### src/rtl/hex_event_drain.sv
// Drains one frame of packed hex events from a synchronous-read memory into a
// 4-entry FIFO, dropping material-0 words and counting emitted/skipped events.
//
// state    | meaning
// ---------+--------------------------------------------------------------
// S_IDLE   | waiting for start; counters hold last frame's totals
// S_READ   | issuing reads 0..N-1 while the FIFO window allows
// S_DRAIN  | all reads issued; waiting for in-flight data and FIFO to empty
// S_DONE   | one-cycle completion, done high
module hex_event_drain #(
   parameter int WIDTH  = 64,
   parameter int DEPTH  = 256,
   parameter int ADDR_W = 8
) (
   input  logic                clk,
   input  logic                reset_n,
   input  logic                start,
   input  logic [31:0]         count,
   output logic                rd_en,
   output logic [ADDR_W-1:0]   rd_addr,
   input  logic [WIDTH-1:0]    rd_data,
   output logic                out_valid,
   input  logic                out_ready,
   output logic signed [15:0]  out_q,
   output logic signed [15:0]  out_r,
   output logic [7:0]          out_depth,
   output logic [7:0]          out_material,
   output logic                busy,
   output logic                done,
   output logic [31:0]         emitted_count,
   output logic [31:0]         skipped_count
);

   typedef enum logic [1:0] {S_IDLE, S_READ, S_DRAIN, S_DONE} state_t;

   localparam logic [ADDR_W:0] DEPTH_N = (ADDR_W+1)'(DEPTH);
   localparam logic [ADDR_W:0] ONE_N   = (ADDR_W+1)'(1);

   state_t            state;
   logic [ADDR_W:0]   n_words;
   logic [ADDR_W:0]   rd_ptr;
   logic [ADDR_W:0]   n_clamp;
   logic              in_flight;
   logic [47:0]       fifo_mem [4];
   logic [1:0]        wr_idx;
   logic [1:0]        rd_idx;
   logic [2:0]        occ;
   logic [47:0]       head;
   logic [7:0]        cap_material;
   logic              push;
   logic              skip;
   logic              pop;
   logic              last_issue;
   logic              unused_data;

   assign n_clamp      = (count > 32'(DEPTH)) ? DEPTH_N : count[ADDR_W:0];
   assign cap_material = rd_data[23:16];
   assign push         = in_flight && (cap_material != 8'd0);
   assign skip         = in_flight && (cap_material == 8'd0);
   assign pop          = out_valid && out_ready;
   assign unused_data  = ^rd_data;

   // Reads are throttled so every in-flight word is guaranteed a FIFO slot.
   assign rd_en = (state == S_READ) && (rd_ptr < n_words) &&
                  (({1'b0, occ} + {3'b000, in_flight}) < 4'd4);
   assign rd_addr    = rd_ptr[ADDR_W-1:0];
   assign last_issue = rd_en && ((rd_ptr + ONE_N) == n_words);

   assign out_valid    = (occ != 3'd0);
   assign head         = fifo_mem[rd_idx];
   assign out_q        = out_valid ? head[47:32] : 16'sd0;
   assign out_r        = out_valid ? head[31:16] : 16'sd0;
   assign out_depth    = out_valid ? head[15:8]  : 8'd0;
   assign out_material = out_valid ? head[7:0]   : 8'd0;

   always_ff @(posedge clk or negedge reset_n) begin
      if (!reset_n) begin
         state   <= S_IDLE;
         n_words <= '0;
         busy    <= 1'b0;
         done    <= 1'b0;
      end else begin
         case (state)
            S_IDLE: begin
               if (start) begin
                  n_words <= n_clamp;
                  busy    <= 1'b1;
                  state   <= S_READ;
               end
            end
            S_READ: begin
               if ((n_words == '0) || last_issue) state <= S_DRAIN;
            end
            S_DRAIN: begin
               if (!in_flight && (occ == 3'd0)) begin
                  done  <= 1'b1;
                  state <= S_DONE;
               end
            end
            S_DONE: begin
               busy  <= 1'b0;
               done  <= 1'b0;
               state <= S_IDLE;
            end
            default: state <= S_IDLE;
         endcase
      end
   end

   always_ff @(posedge clk or negedge reset_n) begin
      if (!reset_n) begin
         rd_ptr        <= '0;
         in_flight     <= 1'b0;
         occ           <= 3'd0;
         wr_idx        <= 2'd0;
         rd_idx        <= 2'd0;
         emitted_count <= 32'd0;
         skipped_count <= 32'd0;
      end else begin
         in_flight <= rd_en;
         if ((state == S_IDLE) && start) rd_ptr <= '0;
         else if (rd_en)                 rd_ptr <= rd_ptr + ONE_N;

         if (push) wr_idx <= wr_idx + 2'd1;
         if (pop)  rd_idx <= rd_idx + 2'd1;
         occ <= occ + {2'b00, push} - {2'b00, pop};

         if ((state == S_IDLE) && start) begin
            emitted_count <= 32'd0;
            skipped_count <= 32'd0;
         end else begin
            if (pop)  emitted_count <= emitted_count + 32'd1;
            if (skip) skipped_count <= skipped_count + 32'd1;
         end
      end
   end

   // Payload storage needs no reset; occupancy alone defines what is valid.
   always_ff @(posedge clk) begin
      if (push) fifo_mem[wr_idx] <= rd_data[63:16];
   end

endmodule

### config.mk
export PLATFORM = sky130hd
export DESIGN_NAME = hex_event_drain
export DESIGN_NICKNAME = d
export VERILOG_FILES = /design/src/rtl/hex_event_drain.sv
export SDC_FILE = /design/constraint.sdc
export NUM_CORES = 1
export LEC_CHECK = 0
export CAP_MARGIN = 10
export CORE_MARGIN = 4
export CORE_UTILIZATION = 57
export DETAILED_ROUTE_END_ITERATION = 8
export PLACE_DENSITY = 0.89
export SETUP_SLACK_MARGIN = 0.4
export SLEW_MARGIN = 20
export SYNTH_ARGS = -nofsm -noshare
export SYNTH_HDL_FRONTEND = slang
export SYNTH_SLANG_ARGS = --single-unit
### constraint.sdc
create_clock -name clk -period 5 [get_ports clk]
set_input_delay 1.5 -clock clk [delete_from_list [all_inputs] [get_ports clk]]
set_output_delay 1.5 -clock clk [all_outputs]
set_load 0.005 [all_outputs]
==> results of run 1 <==
## routing by layer
metal | wire (um) | vias up | GRT usage [%]
li1 | - | 3556 | -
met1 | 11400 | 3936 | 31.2
met2 | 14200 | 294 | 39.4
met3 | 2100 | 42 | 5.80
met4 | 607 | 2 | 5.79
met5 | 13 | - | 0
## placed cells by master, fill, tap and decap left out, types with 2 or more instances in the layout
cell and n:
a211oi_1 3, a211oi_2 2, mux4_2 48, clkbuf_8 2
clkinv_2 4, a21oi_1 17, inv_1 32, edfxtp_1 192
xnor2_1 25, or3_1 11, and3_2 4, nor4_4 3
mux2i_1 2, nand4_1 18, o21ai_0 23, clkbuf_16 29
dfrtp_1 92, clkdlybuf4s50_1 206, clkbuf_1 7, and2_1 55
buf_12 3, o211ai_1 3, nor4_1 10, o21ai_2 3
nand3_1 32, nor3_1 9, and3_1 11, bufinv_16 3
nand4b_1 2, buf_4 7, nand2_1 48, clkinv_1 2
ha_1 23, and4_1 7, xor2_1 48, nor2_1 70
## power by group
group	total [W]	internal [W]	leakage (nW)	switching, W
Combinational	0.000107	0.0000593	2.40	0.0000475
Clock	0.00211	0.00126	0.457	0.000856
Sequential	0.00253	0.00253	2.91	0
Total	0.00475	0.00385	5.77	0.000904
## critical path: stages (launching register included)
cell             delay [ns]
dfrtp_4                0.81
buf_12                 0.30
mux4_2                 0.55
and2_1                 0.18
clkdlybuf4s50_1        0.44
## final cells by class
type                            count  area [sq um]
Clock buffer                       39           787
Clock inverter                     12           150
Antenna cell                        1          2.50
Inverter                           32           120
Fill cell                        1284          5550
Multi-Input combinational cell    499          4040
Tap cell                          275           344
Timing Repair Buffer              216          2170
Sequential cell                   286          8120
## repair_timing
| item | 4_1_cts | 5_1_grt |
|---|---|---|
| gates resized for setup | 0 | 1 |
| buffers inserted | 0 | 0 |
| endpoints found under the setup margin | 0 | 1 |
## worst paths after layout
check / start / to / depth (start not counted)
worst max register to register: occ[1]$_DFF_PN0_ / state[1]$_DFFE_PN0P_ / 6
worst max-delay path: rd_idx[0]$_DFFE_PN0P_ / out_r[1] / 4
worst min register to register: done$_DFFE_PN0P_ / done$_DFFE_PN0P_ / 2
min in group asynchronous: reset_n / rd_ptr[1]$_DFFE_PN0P_ / 1
worst min-delay path: done$_DFFE_PN0P_ / done$_DFFE_PN0P_ / 2
max in group asynchronous: reset_n / skipped_count[0]$_DFFE_PN0P_ / 2
## flip-flops by register name, indices dropped and copies added (netlist names)
register,count
skipped_count,32
emitted_count,32
wr_idx,2
n_words,9
rd_idx,2
occ,3
state,2
done,1
rd_ptr,9
fifo_mem,192
busy,1
in_flight,1
## through the flow
step | hold WS (ns) | cell area [sq um] | std cells
detailed placement | 0.541 | 14800 | 1308
floorplan | 0.502 | 12500 | 858
finish | 0.549 | 15700 | 1360
CTS | 0.550 | 15700 | 1359
global placement | 0.527 | 14800 | 1308
global route | 0.587 | 15700 | 1360
## kinds of logic (layout without fill, tap and decap cells)
logic type	Yosys count	after routing
DFF	286	286
AOI/OAI and AO/OA	60	60
muxes	52	52
buffers and inverters	73	299
adders and majority gates	24	24
and+or+nand+nor	290	290
other	0	1
xor gates and xnor gates	73	73
==> reports/metrics.yaml, run 1 <==
grt_pass1_vias: 8172
reg2reg_slack_ns: 2.32
finClkSkew_ns: 0.0176
finalSetupViolations: 0
end_kind: "output port"
arrival_ns: 2.83
place_hpwl_um: 18200
dieArea_sq_um: 24300
rsz0062_at_grt: "false"
synth_compound_area_share_pct: 3.12
yosysWarnings: 0
start_util_pct: 58.5
fin_ws_ns: 0.667
critPathKind: "flop to output port"
port_buffers: 207
synth_top_area_cell: "edfxtp_1"
slew_headroom_pct: 38.3
synth_edf_count: 192
leakage_nw: 5.77
final_max_slew_viol_count: 0
core_sq_um: 21300
nets: 1187
synth_top_area_share_pct: 46.3
cts_hold_buf: 0
period_share_pct: 86.7
final_util_pct: 73.9
synthMuxAreaShare_pct: 9.05
wirelength_um: 28400
area_growth_pct: 26.3
syn_area_sq_um: 12500
cp-start-kind: "flop"
required_ns: 3.50
synth_cell_types: 50
p_per_area_nw_per_um2: 302
synth_nets: 982
status: "finished clean"
synth.ff_latch_count: 286
fin_crit_ns: 4.33
synth_xor_area_share_pct: 5.13
grt_pass1_wl_um: 45300
synth_top_family_by_area: "simple AND/OR/NAND/NOR gates"
maxCapViolCount: 0
power_w: 0.00475
ant_nets: 0
yosysMostFrequentCell: "edfxtp_1"
ys_seq_area_share_pct: 65.2
yosys-top-cells-count: "edfxtp_1, dfrtp_1, nor2_1"
die_width_um: 156
synth-simple-area-share_pct: 12.5
hold_viol: 0
grt_usage_pct: 23.4
grt_overflow: 0
yosys.area_share.adder_pct: 2.47
clock_sinks: 286
root_buffer: "clkbuf_16"
grt_start_max_net_pins: 81
antenna_found_initial: 2
drc: 0
synthArstFlopShare_pct: 32.9
hold_path_class: "flop to flop"
path_clk_slew_ns: 0.06
fp.dieH_um: 156
cts_tree: "built"
synth_area_leaders: "edfxtp_1, dfrtp_1, mux4_2"
pin_count: 224
clock_latency_ns: 0.53
worstMarginPinSlew_ns: 0.925
rows: 53
cts_buffer_depth: 3
syn-instance-count: 858
numCtsBuffers: 28
wl_per_cell_um: 20.9
ctsHtreeMaxLevel: 1
vias: 7830
drtIter0Drc: 611
routabilityCongestion: 0.853
vias_per_cell: 5.76
syn_area_per_cell_sq_um: 14.5
fmax_ghz: 0.231
pre_cts_ws_ns: 0.919
critPathMaxFanout: 28
ir_drop_v: 0.000243
drtPass1Iterations: 7
final.setup.tns_ns: 0
drive_gt1_share_pct: 11.5
synth-main-ff-cell: "edfxtp_1"
No activity file was read; power rests on OpenSTA's default activity.
==> inputs of run 2 (changes only) <==
--- a/config.mk
+++ b/config.mk
@@ -8,6 +8,7 @@
 export CAP_MARGIN = 10
 export CORE_MARGIN = 4
 export CORE_UTILIZATION = 57
+export CTS_CLUSTER_SIZE = 40
 export DETAILED_ROUTE_END_ITERATION = 8
 export PLACE_DENSITY = 0.89
 export SETUP_SLACK_MARGIN = 0.4
==> constraint.sdc (replaced) <==
create_clock -name clk -period 5 [get_ports clk]
set_input_delay 0.5 -clock clk [delete_from_list [all_inputs] [get_ports clk]]
set_output_delay 0.5 -clock clk [all_outputs]
set_load 0.005 [all_outputs]
==> run 2 against run 1 <==
Via count shrank 1.4%. Sequential share of layout area grew 0.070 points. Non-clock buffer count is the same. Critical path depth grew 3. Worst hold slack lost 0.024 ns. Combinational power is essentially flat. Power grew 0.13%. Cell area shrank 0.13%. Register-to-register slack gained 0.05 ns. Critical path type unchanged. Highest routed layer unchanged.
==> reports/metrics.yaml, run 2 (synthesized netlist as in run 1, its figures left out) <==
fmax_ghz: 0.288  # was 0.231 GHz
start_util_pct: 58.5  # unchanged
grt_usage_pct: 22.8  # was 23.4%
ir_drop_v: 0.000247  # was 0.000243 V
fill_cells: 1303  # was 1284
pin_count: 224  # unchanged
dpl_cell_area_sq_um: 14700  # was 14800 sq um
wl_per_cell_um: 20.1  # was 20.9 um
slew_headroom_pct: 37.9  # was 38.3%
rsz0062_at_grt: "false"  # unchanged
hold_path_class: "input port to async pin"  # was flop to flop
rows: 53  # unchanged
cp-start-kind: "flop"  # unchanged
layout_commonest_cell: "clkdlybuf4s50_1"  # unchanged
grt_pass1_vias: 8207  # was 8172
numCtsBuffers: 28  # unchanged
area_growth_pct: 26.2  # was 26.3%
critPathMaxFanout: 7  # was 28
status: "finished clean"  # unchanged
hold_viol: 0  # unchanged
drtIter0Drc: 583  # was 611
layout_common_cells: "clkdlybuf4s50_1, edfxtp_1, dfrtp_1"  # unchanged
end_kind: "output port"  # unchanged
routabilityCongestion: 0.834  # was 0.853
vias: 7721  # was 7830
reg.largest.list: "fifo_mem (192), emitted_count (32), skipped_count (32)"  # unchanged
final_util_pct: 73.8  # was 73.9%
maxCapViolCount: 0  # unchanged
ant_nets: 0  # unchanged
worstMarginPinSlew_ns: 0.932  # was 0.925 ns
grt_start_max_net_pins: 81  # unchanged
finClkSkew_ns: 0.0201  # was 0.0176 ns
largest_reg_flops: 192  # unchanged
drive_gt1_share_pct: 11.7  # was 11.5%
finalSetupViolations: 0  # unchanged
final.setup.tns_ns: 0  # unchanged
vias_per_cell: 5.67  # was 5.76
p_per_area_nw_per_um2: 303  # was 302 nW/um^2
cts_buffer_depth: 3  # unchanged
critPathKind: "flop to output port"  # unchanged
nets: 1187  # unchanged
largest-register: "fifo_mem"  # unchanged
place_hpwl_um: 17800  # was 18200 um
drtPass1Iterations: 5  # was 7
grt_pass1_wl_um: 44300  # was 45300 um
port_buffers: 207  # unchanged
final_max_slew_viol_count: 0  # unchanged
ctsHtreeMaxLevel: 1  # unchanged
fp.dieH_um: 156  # unchanged
cts_tree: "built"  # unchanged
cts_post_setup_buffers_inserted: 0  # unchanged
fin_crit_ns: 3.47  # was 4.33 ns
wirelength_um: 27400  # was 28400 um
arrival_ns: 2.97  # was 2.83 ns
clock_latency_ns: 0.55  # was 0.53 ns
root_buffer: "clkbuf_16"  # unchanged
drc: 0  # unchanged
period_share_pct: 69.4  # was 86.7%
core_sq_um: 21300  # unchanged
clock_sinks: 286  # unchanged
design_area_sq_um: 15700  # about the same
antenna_found_initial: 3  # was 2
grt_overflow: 0  # unchanged
hold_slack_ns: 0.525  # was 0.549 ns
leakage_nw: 5.77  # about the same
required_ns: 4.50  # was 3.50 ns
dieArea_sq_um: 24300  # unchanged
cts_hold_buf: 1  # was 0
cts_resized: 0  # unchanged
path_clk_slew_ns: 0.06  # about the same
die_width_um: 156  # unchanged
-- run 2: changes by cell type in the layout (fill, tap and decap cells not counted), sizes merged --
cell,previous run,this run
clkinv,8,9
inv,32,33
clkinvlp,1,3
clkbuf,39,36
dlygate4sd3,0,1
buf,10,9
-- run 2: power by group --
group	internal, W	leakage (nW)	switching [W]
registers	0.00253	2.91	0
logic	0.0000598	2.39	0.0000461
clock network	0.00124	0.459	0.000874
total	0.00383	5.77	0.000920
-- run 2: layout make-up --
class                      instances  area [sq um]  area share [%]
sequential                       286          8120            51.7
antenna                            1          2.50          0.0159
timing repair buffer             216          2150            13.7
clock inverter                    16           171            1.09
clock buffer                      36           771            4.90
inverter                          32           120           0.764
tap                              275           344            2.19
multi-input combinational        499          4030            25.7
-- run 2: metrics by stage --
stage	power (W)	std cells	worst slack (ns)
6_report	0.00475	1361	1.53
2_1_floorplan	0.00258	858	2.73
3_5_place_dp	0.00268	1306	1.91
3_3_place_gp	0.00268	1306	1.96
5_1_grt	0.00491	1361	1.36
4_1_cts	0.00479	1359	1.48
-- run 2: worst paths after layout --
check                                       from                             to  slack, ns  depth (start not counted)
max                        rd_ptr[4]$_DFFE_PN0P_                          rd_en       1.53                          7
max in group asynchronous                reset_n  skipped_count[29]$_DFFE_PN0P_       3.41                          3
min reg2reg                     done$_DFFE_PN0P_               done$_DFFE_PN0P_       0.55                          2
min                                      reset_n          rd_ptr[1]$_DFFE_PN0P_       0.52                          2
max reg2reg                     occ[1]$_DFF_PN0_           state[1]$_DFFE_PN0P_       2.37                          6
min in group clk                done$_DFFE_PN0P_               done$_DFFE_PN0P_       0.55                          2
-- run 2: critical path, stage by stage, from the launching register on --
cell	delay, ns
dfrtp_1	0.47
ha_1	0.35
a211oi_1	0.24
nand2_1	0.10
o21ai_1	0.44
nand2_1	0.20
inv_1	0.14
clkdlybuf4s50_1	0.51
-- run 2: routing by layer --
layer,share of wire [%],vias up,GRT usage [%]
met5,0.084,-,0
met1,41,3832,31.5
li1,-,3552,-
met3,7.9,58,5.85
met4,2.8,4,6.46
met2,48,275,36.5
==> inputs of run 3 (changes only) <==
--- a/config.mk
+++ b/config.mk
@@ -7,10 +7,10 @@
 export LEC_CHECK = 0
 export CAP_MARGIN = 10
 export CORE_MARGIN = 4
-export CORE_UTILIZATION = 57
+export CORE_UTILIZATION = 48
 export CTS_CLUSTER_SIZE = 40
 export DETAILED_ROUTE_END_ITERATION = 8
-export PLACE_DENSITY = 0.89
+export PLACE_DENSITY = 0.8
 export SETUP_SLACK_MARGIN = 0.4
 export SLEW_MARGIN = 20
 export SYNTH_ARGS = -nofsm -noshare
==> constraint.sdc (replaced) <==
create_clock -name clk -period 2.8 [get_ports clk]
set_input_delay 0.28 -clock clk [delete_from_list [all_inputs] [get_ports clk]]
set_output_delay 0.28 -clock clk [all_outputs]
set_load 0.005 [all_outputs]
==> run 3 against run 2 <==
Cell count rose by 9.6%. Cell area rose by 7.1%. Non-clock buffer count rose by 74. Routed wire length rose by 9.3%. Sequential share of layout area fell by 3.4 points. Combinational power rose by 85%. Via count rose by 5.3%. Sequential cell count did not move. First-iteration DRC count fell by 1.7%. Clock power rose by 99%. Largest cell class unchanged.
==> reports/metrics.yaml, run 3 (synthesized netlist as in run 1, its figures left out) <==
instances_no_fill: 1492  # was 1361
ir_drop_v: 0.000352  # was 0.000247 V
required_ns: 2.52  # was 4.50 ns
leakage_nw: 6.45  # was 5.77 nW
p_seq_share_pct: 50.6  # was 53.2%
grt_overflow: 0  # unchanged
combPwrFrac_pct: 2.2  # about the same
power.internal_w: 0.00722  # was 0.00383 W
ant_nets: 0  # unchanged
area_growth_pct: 35.2  # was 26.2%
core_sq_um: 25300  # was 21300 sq um
pin_count: 224  # unchanged
die_width_um: 169  # was 156 um
r2r-end: "state[1]$_DFFE_PN0P_"  # unchanged
period_share_pct: 91.6
hold_viol: 0  # unchanged
routabilityCongestion: 0.820  # was 0.834
ctsHtreeMaxLevel: 1  # unchanged
root_buffer: "clkbuf_16"  # unchanged
drc: 0  # unchanged
largest_reg_flops: 192  # unchanged
largest-register: "fifo_mem"  # unchanged
final_max_slew_viol_count: 0  # unchanged
maxCapViolCount: 0  # unchanged
rows: 58  # was 53
grt_usage_pct: 20.6  # was 22.8%
final_util_pct: 66.5  # was 73.8%
arrival_ns: 2.29  # was 2.97 ns
antenna_found_initial: 1  # was 3
fin_crit_ns: 2.57
port_buffers: 207  # unchanged
switching_share_pct: 19.1  # was 19.4%
cp-start-kind: "flop"  # unchanged
end_kind: "output port"  # unchanged
layout_commonest_cell: "edfxtp_1"  # was clkdlybuf4s50_1
vias: 8130  # was 7721
finClkSkew_ns: 0.0118  # was 0.0201 ns
dieArea_sq_um: 28600  # was 24300 sq um
fmax_ghz: 0.390
fill_cells: 1790  # was 1303
start_util_pct: 49.2  # was 58.5%
r2r_start: "state[1]$_DFFE_PN0P_"  # was occ[1]$_DFF_PN0_
p_per_area_nw_per_um2: 530  # was 303 nW/um^2
grt_pass1_vias: 8386  # was 8207
pre_cts_ws_ns: 0.0970  # was 1.91 ns
path_clk_slew_ns: 0.06  # about the same
p_sw_w: 0.00171  # was 0.000920 W
clock_sinks: 286  # unchanged
drive_gt1_share_pct: 26.5  # was 11.7%
clockPowerShare_pct: 47.2  # was 44.6%
drtPass1Iterations: 5  # unchanged
cts_tree: "built"  # unchanged
clock_latency_ns: 0.54  # was 0.55 ns
numCtsBuffers: 29  # was 28
grt_pass1_wl_um: 46900  # was 44300 um
layout_common_cells: "edfxtp_1, clkdlybuf4s50_1, dfrtp_1"  # was clkdlybuf4s50_1, edfxtp_1, dfrtp_1
r2r_cells: 9  # was 6
dp_cells: 1383  # was 1306
nets: 1262  # was 1187
wirelength_um: 29900  # was 27400 um
grt_start_max_net_pins: 81  # unchanged
reg2reg_slack_ns: 0.54  # was 2.37 ns
status: "finished clean"  # unchanged
fin_ws_ns: 0.235  # was 1.53 ns
worstMarginPinSlew_ns: 0.666  # was 0.932 ns
wl_per_cell_um: 20.1  # about the same
cts_buffer_depth: 3  # unchanged
vias_per_cell: 5.45  # was 5.67
place_hpwl_um: 18800  # was 17800 um
reg.largest.list: "fifo_mem (192), emitted_count (32), skipped_count (32)"  # unchanged
hold_path_class: "input port to async pin"  # unchanged
drtIter0Drc: 573  # was 583
critPathMaxFanout: 7  # unchanged
slew_headroom_pct: 55.6  # was 37.9%
rsz0062_at_grt: "true"  # was false
critPathKind: "flop to output port"  # unchanged
finalSetupViolations: 0  # unchanged
fp.dieH_um: 169  # was 156 um
final.setup.tns_ns: 0  # unchanged
[run 3: cell types whose count changed in the layout (fill, tap and decap cells not counted), sizes merged]
cell,previous run,this run
clkinvlp,3,2
clkdlybuf4s50,206,157
clkbuf,36,34
inv,33,35
bufinv,3,7
buf,9,129
bufbuf,0,1
clkinv,9,10
[run 3: cell type report]
| class | instances | area [sq um] | area share [%] |
|---|---|---|---|
| sequential | 286 | 8130 | 48.3 |
| multi-input combinational | 499 | 4170 | 24.8 |
| timing repair buffer | 290 | 2940 | 17.5 |
| clock buffer | 32 | 751 | 4.46 |
| tap | 330 | 413 | 2.45 |
| clock inverter | 22 | 307 | 1.82 |
| inverter | 32 | 120 | 0.713 |
| antenna | 1 | 2.50 | 0.0149 |
[run 3: routing by layer]
| layer | track usage, % | wire length, um |
|---|---|---|
| met1 | 27.7 | 12100 |
| met3 | 5.25 | 2440 |
| met5 | 0 | 7 |
| met4 | 3.75 | 482 |
| met2 | 34.8 | 14900 |
[run 3: how the worst max path moves through the flow]
stage / from / to
after floorplan: in_flight$_DFF_PN0_ / fifo_mem[0][0]$_DFFE_PP_
after global placement: rd_data[21] / occ[2]$_DFF_PN0_
after detailed placement: rd_data[20] / occ[2]$_DFF_PN0_
after CTS: rd_idx[0]$_DFFE_PN0P_ / out_depth[5]
after global routing: rd_idx[0]$_DFFE_PN0P_ / out_depth[0]
final: rd_idx[0]$_DFFE_PN0P_ / out_depth[0]
[run 3: through the flow]
step,hold WS [ns],total power [W],instance area [sq um]
2_1_floorplan,-0.0156,0.00461,12500
3_3_place_gp,0.355,0.00479,15000
3_5_place_dp,0.348,0.00480,15000
4_1_cts,0.312,0.00899,16600
5_1_grt,0.327,0.00922,16800
6_report,0.308,0.00893,16800
[run 3: worst max-delay path, cell delays in order, from the launching register on]
cell	delay [ns]
dfrtp_4	0.49
buf_12	0.16
buf_12	0.13
buf_16	0.13
buf_12	0.13
mux4_2	0.43
and2_1	0.15
buf_2	0.13
[run 3: power groups by stage]
stage / registers, W / logic, W / clock network, W
2_1_floorplan: 0.00461 / 0.00000495 / 0
3_3_place_gp: 0.00460 / 0.000188 / 0
3_5_place_dp: 0.00460 / 0.000194 / 0
4_1_cts: 0.00452 / 0.000197 / 0.00428
5_1_grt: 0.00451 / 0.000212 / 0.00449
6_report: 0.00452 / 0.000196 / 0.00421
[run 3: timing repair]
action | in CTS | in global routing
setup buffers | 33 | 16
hold buffers | 1 | 0
endpoints found under the hold margin | 49 | 0
cloned | 4 | 0
gates resized for setup | 260 | 38
setup endpoints to repair | 51 | 52
pin swaps | 7 | 9
